### src/rtl/hash_row_dispatch_scheduler.sv
// hash_row_dispatch_scheduler -- splits a row bundle into credit-gated single-row jobs.
// Rev 1.0
`default_nettype none

module hash_row_dispatch_scheduler #(
  parameter int HASH_ISSUE_WIDTH = 4,
  parameter int ROW_SIZE         = 2,
  parameter int ADDR_WIDTH       = 12,
  parameter int CREDIT_W         = 4,
  parameter int CREDIT_INIT      = 8
) (
  input  logic                                        clk,
  input  logic                                        rst,
  input  logic                                        in_valid,
  input  logic [ADDR_WIDTH-1:0]                       in_head_addr,
  input  logic [HASH_ISSUE_WIDTH-1:0]                 in_row_valid,
  input  logic [HASH_ISSUE_WIDTH*ROW_SIZE-1:0]        in_history_valid_vec,
  input  logic [HASH_ISSUE_WIDTH*ROW_SIZE*ADDR_WIDTH-1:0] in_history_addr_vec,
  input  logic                                        in_delim,
  output logic                                        in_ready,
  output logic                                        job_valid,
  output logic [ADDR_WIDTH-1:0]                       job_addr,
  output logic [ROW_SIZE-1:0]                         job_history_valid,
  output logic [ROW_SIZE*ADDR_WIDTH-1:0]              job_history_addr,
  output logic                                        job_last,
  output logic                                        job_delim,
  input  logic                                        job_ready,
  input  logic                                        credit_return,
  output logic [CREDIT_W-1:0]                         credit_cnt,
  output logic                                        credit_err
);

  localparam int H  = HASH_ISSUE_WIDTH;
  localparam int R  = ROW_SIZE;
  localparam int A  = ADDR_WIDTH;
  localparam int IW = (H > 1) ? $clog2(H) : 1;

  typedef enum logic [0:0] {
    IDLE  = 1'b0,
    ISSUE = 1'b1
  } state_t;

  state_t              state_q;
  logic [A-1:0]        head_q;
  logic [H*R-1:0]      hv_q;
  logic [H*R*A-1:0]    ha_q;
  logic                delim_q;
  logic [H-1:0]        pend_q;
  logic [CREDIT_W-1:0] credit_q;
  logic [CREDIT_W-1:0] credit_d;
  logic                err_q;
  logic                ovf;
  logic [IW-1:0]       sel_idx;
  logic [H*R-1:0]      hv_masked;
  logic                in_hs;
  logic                job_hs;

  // Lowest pending row wins; an empty mask falls through to row 0.
  always_comb begin
    sel_idx = '0;
    for (int i = H - 1; i >= 0; i--) begin
      if (pend_q[i]) sel_idx = IW'(i);
    end
  end

  // History valid of rows not flagged in in_row_valid is dropped at capture,
  // so a delimiter-only bundle carries an all-zero history.
  always_comb begin
    hv_masked = '0;
    for (int i = 0; i < H; i++) begin
      hv_masked[i*R +: R] = in_history_valid_vec[i*R +: R] & {R{in_row_valid[i]}};
    end
  end

  assign in_ready          = (state_q == IDLE) && !rst;
  assign job_valid         = (state_q == ISSUE) && (credit_q != '0);
  assign job_addr          = head_q + A'(sel_idx);
  assign job_history_valid = hv_q[sel_idx*R +: R];
  assign job_history_addr  = ha_q[sel_idx*R*A +: R*A];
  assign job_last          = (state_q == ISSUE) && ((pend_q & (pend_q - H'(1))) == '0);
  assign job_delim         = delim_q && job_last;
  assign credit_cnt        = credit_q;
  assign credit_err        = err_q;

  assign in_hs  = in_valid && in_ready;
  assign job_hs = job_valid && job_ready;

  always_comb begin
    credit_d = credit_q;
    ovf      = 1'b0;
    if (job_hs && !credit_return) begin
      credit_d = credit_q - CREDIT_W'(1);
    end else if (credit_return && !job_hs) begin
      if (credit_q == CREDIT_W'(CREDIT_INIT)) ovf = 1'b1;
      else                                    credit_d = credit_q + CREDIT_W'(1);
    end
  end

  always_ff @(posedge clk or posedge rst) begin
    if (rst) begin
      state_q  <= IDLE;
      head_q   <= '0;
      hv_q     <= '0;
      ha_q     <= '0;
      delim_q  <= 1'b0;
      pend_q   <= '0;
      credit_q <= CREDIT_W'(CREDIT_INIT);
      err_q    <= 1'b0;
    end else begin
      credit_q <= credit_d;
      if (ovf) err_q <= 1'b1;
      case (state_q)
        IDLE: begin
          if (in_hs) begin
            head_q  <= in_head_addr;
            hv_q    <= hv_masked;
            ha_q    <= in_history_addr_vec;
            delim_q <= in_delim;
            pend_q  <= in_row_valid;
            if ((in_row_valid != '0) || in_delim) state_q <= ISSUE;
          end
        end
        ISSUE: begin
          if (job_hs) begin
            pend_q[sel_idx] <= 1'b0;
            if (job_last) state_q <= IDLE;
          end
        end
        default: state_q <= IDLE;
      endcase
    end
  end

endmodule

`default_nettype wire
### config.mk
export PLATFORM = sky130hd
export DESIGN_NAME = hash_row_dispatch_scheduler
export DESIGN_NICKNAME = d
export VERILOG_FILES = /design/src/rtl/hash_row_dispatch_scheduler.sv
export SDC_FILE = /design/constraint.sdc
export NUM_CORES = 1
export LEC_CHECK = 0
export CAP_MARGIN = 0
export CORE_MARGIN = 1
export CORE_UTILIZATION = 43
export CTS_CLUSTER_DIAMETER = 120
export DETAILED_ROUTE_END_ITERATION = 16
export PLACE_DENSITY = 0.82
export SYNTH_ARGS = -nofsm -noshare
export SYNTH_HDL_FRONTEND = slang
export SYNTH_SLANG_ARGS = --single-unit
### constraint.sdc
create_clock -name clk -period 4.2 [get_ports clk]
set_input_delay 1.05 -clock clk [delete_from_list [all_inputs] [get_ports clk]]
set_output_delay 1.05 -clock clk [all_outputs]
set_load 0.05 [all_outputs]
* Word-level counts from Yosys, hierarchy flattened *
Index checks and enable logic that the tools add are counted.

word-level totals
  output and inout port bits = 47
  logic and storage cells = 69
  input port bits = 126
  bits in registers = 127

operators by class
  multiplexer cells = 20
  multipliers = 1
  bitwise operators = 8
  reduce and logical (&&, ||, !) cells = 20
  add/sub/neg operators = 4
  magnitude comparators = 2
  shift-type cells = 2
  equality and inequality tests = 4

operator list
  kind                                                                           count
  96-bit by 8-bit variable part select with 24-bit output                        1
  4-bit 2-to-1 mux                                                               5
  12-bit by 2-bit adder with 12-bit output                                       1
  1-bit logical AND                                                              9
  2-bit AND                                                                      4
  4-bit AND                                                                      2
  1-bit 2-to-1 mux                                                               8
  2-bit 2-to-1 mux                                                               4
  4-bit one-hot mux with 2 select lines                                          1
  4-bit nonzero test                                                             2
  8-bit by 4-bit variable part select with 2-bit output                          1
  4-bit by 1-bit subtractor with 4-bit output (second input constant)            2
  2-bit AND reduction                                                            3
  4-bit by 1-bit adder with 4-bit output (second input constant)                 1
  4-bit equality test (second input constant)                                    1
  4-bit zero test                                                                1
  2-bit by 2-bit multiplier with 4-bit output (second input constant)            1
  2-bit inequality test (second input constant)                                  2
  4-bit NOT                                                                      1
  1-bit zero test                                                                3
  2-bit by 3-bit less-than comparator with 1-bit output (second input constant)  1
  1-bit demux with 2-bit select                                                  1
  2-bit by 1-bit >= comparator with 1-bit output (second input constant)         1
  2-bit by 1-bit inequality test with 1-bit output (second input constant)       1
  other kinds (4)                                                                4

* Depth between registers and ports, before layout *
Gate-level depths: netlist of run 1.

  word-level depth = 12
  gate-level depth with buffers = 11
  gate-level depth less buffers = 10

* Least setup slack after synthesis of run 1 *
OpenSTA, ideal clock, no wires.

  path kind = register to output
  start = register pend_q[0]
  end = output job_addr[11]
  cell stages (with the launch flop) = 9
  buffers on the path = 2
  path slack = 0.491 ns
  arrival time = 2.659 ns
  required time = 3.150 ns
  cells stage by stage = dfrtp_1 > clkbuf_8 > nor3_4 > buf_2 > ha_1 > a21o_1 > and3_1 > and3_1 > xor2_1

on the way
  cells in the longest elaborated chain, start to end = 2

ends and longest elaborated chain
  what                                      line  source
  start: declaration                        48    logic [H-1:0] pend_q;
  start signal: assignment                  119   pend_q <= in_row_valid;
  2-bit 2-to-1 mux                          62    if (pend_q[i]) sel_idx = IW'(i);
  12-bit by 2-bit adder with 12-bit output  77    assign job_addr = head_q + A'(sel_idx);
  end: declaration                          22    output logic [ADDR_WIDTH-1:0] job_addr,

No other way between the ends.

* Worst setup path in the final report of run 1 *
  start = register pend_q[1]
  end = output job_history_addr[3]

on the way
  cells in the longest elaborated chain, start to end = 4

ends and longest elaborated chain
  what                                                     line  source
  2-bit 2-to-1 mux (2 in series)                           62
  2-bit by 2-bit multiplier with 4-bit output              79    assign job_history_addr = ha_q[sel_idx*R*A +: R*A];
  96-bit by 8-bit variable part select with 24-bit output  79
  end: declaration                                         24    output logic [ROW_SIZE*ADDR_WIDTH-1:0] job_history_addr,

No other way between the ends.

==> results of run 1 <==
[layer usage]
layer | vias to the layer above | part of all wire
met3 | 17 | 0.053
li1 | 2350 | -
met4 | 0 | 0.014
met1 | 2259 | 0.44
met5 | - | 0
met2 | 128 | 0.49
[state kept, by name (all words and copies together), names as in the netlist]
| name | count |
|---|---|
| credit_cnt | 4 |
| credit_err | 1 |
| delim_q | 1 |
| ha_q | 96 |
| head_q | 12 |
| hv_q | 8 |
| pend_q | 4 |
| state_q | 1 |
[per-stage QoR]
step / hold slack [ns] / instances / setup slack, ns / cell area, sq um / util
floorplan: 0.433 / 627 / 0.491 / 5930 / -
global placement: 0.446 / 951 / 0.503 / 7930 / 0.594
detailed placement: 0.455 / 951 / 0.475 / 7930 / 0.594
CTS: 0.467 / 983 / 0.359 / 8540 / 0.640
global route: 0.480 / 983 / 0.271 / 8540 / 0.640
finish: 0.464 / 983 / 0.410 / 8540 / 0.640
[cell families (layout without fill, tap and decap cells)]
group | Yosys count | count (layout) | share of synthesized area
AO/OA/AOI/OAI | 19 | 19 | 0.0253
adder cells (fa/ha/maj) | 7 | 7 | 0.0160
buffers and inverters | 40 | 220 | 0.0346
AND/OR/NAND/NOR | 393 | 393 | 0.266
flip-flops | 127 | 127 | 0.536
multiplexers | 26 | 26 | 0.0994
XOR/XNOR | 15 | 15 | 0.0222
[Yosys cell counts, types with 2 or more instances]
| library cell | instances | area (sq um) |
|---|---|---|
| a211oi_1 | 2 | 15.0 |
| a21o_1 | 2 | 15.0 |
| and3_1 | 3 | 18.8 |
| and4_1 | 2 | 17.5 |
| buf_1 | 3 | 11.3 |
| buf_2 | 12 | 60.1 |
| buf_4 | 2 | 15.0 |
| buf_6 | 3 | 33.8 |
| clkbuf_1 | 13 | 48.8 |
| dfrtp_1 | 126 | 3150 |
| ha_1 | 6 | 75.1 |
| inv_1 | 5 | 18.8 |
| mux4_2 | 25 | 563 |
| nand2_1 | 357 | 1340 |
| nand3_1 | 11 | 55.1 |
| nand3b_1 | 2 | 15.0 |
| nand4_1 | 2 | 12.5 |
| nor2_1 | 4 | 15.0 |
| nor3_1 | 2 | 10.0 |
| o21a_1 | 2 | 15.0 |
| o21ai_0 | 5 | 25.0 |
| xnor2_1 | 9 | 78.8 |
| xor2_1 | 6 | 52.6 |
[worst min-delay path, cell delays in order, from the launching register on]
cell and delay [ns]:
dfrtp_1 0.34, nand2_1 0.05, nand2_1 0.05
[layout make-up]
type,instances,share of cell area
inverter,6,0.00308
clock inverter,13,0.0190
sequential,127,0.372
multi-input combinational,460,0.300
timing repair buffer,182,0.227
tap,176,0.0258
clock buffer,19,0.0530
[path summary, 6_finish.rpt]
| path | startpoint | endpoint | slack [ns] | cells past startpoint |
|---|---|---|---|---|
| max | pend_q[1] | job_history_addr[3] | 0.41 | 5 |
| min in group asynchronous | rst | state_q | 1.20 | 2 |
| min | hv_q[7] | hv_q[7] | 0.46 | 2 |
| max reg2reg | credit_cnt[0] | credit_cnt[2] | 1.67 | 10 |
| min reg2reg | hv_q[7] | hv_q[7] | 0.46 | 2 |
| max in group asynchronous | rst | ha_q[86] | 2.18 | 3 |
[where the power goes]
part / internal, mW / switching, mW
logic: 1.79 / 2.64
registers: 1.83 / 0.416
clock network: 0.964 / 0.535
total: 4.59 / 3.59
==> summary.md, run 1 <==
| Metric | Value |
|---|---|
| Commonest non-fill, non-tap cell in the layout | nand2_1 |
| First-pass GRT wire length | approximately 24000 um |
| Setup violations, final | 0 |
| Outcome | complete, no violations |
| Vias per cell | between 4 and 5 |
| Tightest Pin Transition | approximately 0.67 ns |
| Syn-to-layout area delta | 44.1% |
| Crit-path leading delay family | buffers and inverters |
| Largest net degree at the start of global routing | 78 |
| Final worst-path cycle share | 0.902 |
| Htree depth | 4 |
| WL/cell | between 10 and 15 um |
| Crit path time final | between 3 and 4 ns |
| Max IR drop VDD | ~510 uV |
| Slew headroom | 0.555 |
| RSZ-0062 raised after global routing | false |
| CTS tree | done |
| Synth warn | 0 |
| Post-synth EDFFs | 0 |
| GRT Total Usage | 0.214 |
| Core area | 13300 sq um |
| Vias in the first global route | slightly below 5000 |
| Final hold vios | 0 |
| Clk sinks | around 130 |
| Initial antenna violation count | 0 |
| Synth Net Count | 760 |
| Worst Setup Path Type | flop to output port |
| Number of diodes | 0 |
| Pleak | between 4 and 5 nW |
| CTS clock-pin slew for the worst setup and hold paths | roughly 0.050 ns |
| Drt pass-1 iters | 4 |
| DP HPWL | roughly 9600 um |
| Cts bufs inserted | 17 |
| Netlist Area Pre-Place | about 5900 sq um |
| DRT iter0 DRCs | around 290 |
| CP Max Fanout | 15 |
| Area of the multi-input gates | ~2600 sq um |
| PwrDens | between 900 and 1000 nW/um^2 |
| Async S/R FF share, synth | 1.00 |
| Syn_area_per_cell | ~9.5 sq um |
| CP arrival | 2.74 ns |
| Share of layout cells above drive strength 1 | 0.114 |
| Met3 usage in global routing | 0.0575 |
| Part of the Yosys area used for sequential elements | 0.536 |
| Flops & latches, synth | 127 |
| Count of unique library cells instantiated by Yosys | 46 |
| I/O pin cnt | between 150 and 200 |
| Predominant post-synthesis flop cell | dfrtp_1 |
| RD Place Congestion | approximately 0.83 |
| Std-Cell Rows | 42 |
| CTS Hold Bufs | 0 |
| Top Usage Layer GRT | met2 |
| Worst Hold Class | flop to flop |
| Die Wd | 119 um |
| Met1 GRT Util | 0.279 |
| CP Buf/Inv Count | 2 |
| # resized after CTS | 0 |
| FMAX | around 260 MHz |
| Layout Skew | around 0.0055 ns |
| Crit path launch type | flop |
| Max cap viols | 0 |
| Fill cells | 1095 |
| Max-slew violation count | 0 |
| Detail Route Antenna Nets | 0 |
| Clk root buf | clkbuf_16 |
| Maximum root-to-sink buffer count | 2 |
| Mapped Cells | about 630 |
| Worst setup EP type | output port |
| Via Count | roughly 4800 |
| Routed wire length | 14200 um |
| Slowest CP cell | clkdlybuf4s50_1 |
| Setup TNS Final | 0 ns |
| Die Span Y | approximately 120 um |
| Design Power | approximately 8.2 mW |
| Worst path max stage delay | 0.73 ns |
| Initial Util | 0.444 |
| Fin nets | between 900 and 1000 |
| DIE AREA | 14300 sq um |
| Register area | between 3000 and 4000 sq um |
| Critical path, cell by cell | a21oi_2 > nor2_4 > buf_4 > mux4_1 > clkdlybuf4s50_1 |
| # Post-CTS Setup Buffers | 0 |
| Drt drc | 0 |
| Worst-skew pair later-pin latency | slightly above 0.4 ns |
| PortBufs | 172 |
| WP data required | around 3.2 ns |
| Met2 Use GR | 0.341 |
| Total grt overflow | 0 |
| Most frequent cells in the layout | 356 x nand2_1, 160 x clkdlybuf4s50_1, 126 x dfrtp_1 |
Note: power is estimated with default switching activity, not from simulation.
==> run 2: changes to the inputs <==
- CTS_CLUSTER_SIZE: unset -> 25
==> results of run 2 <==
Same layout as run 1: the final DEF is identical, and so are final timing and power.
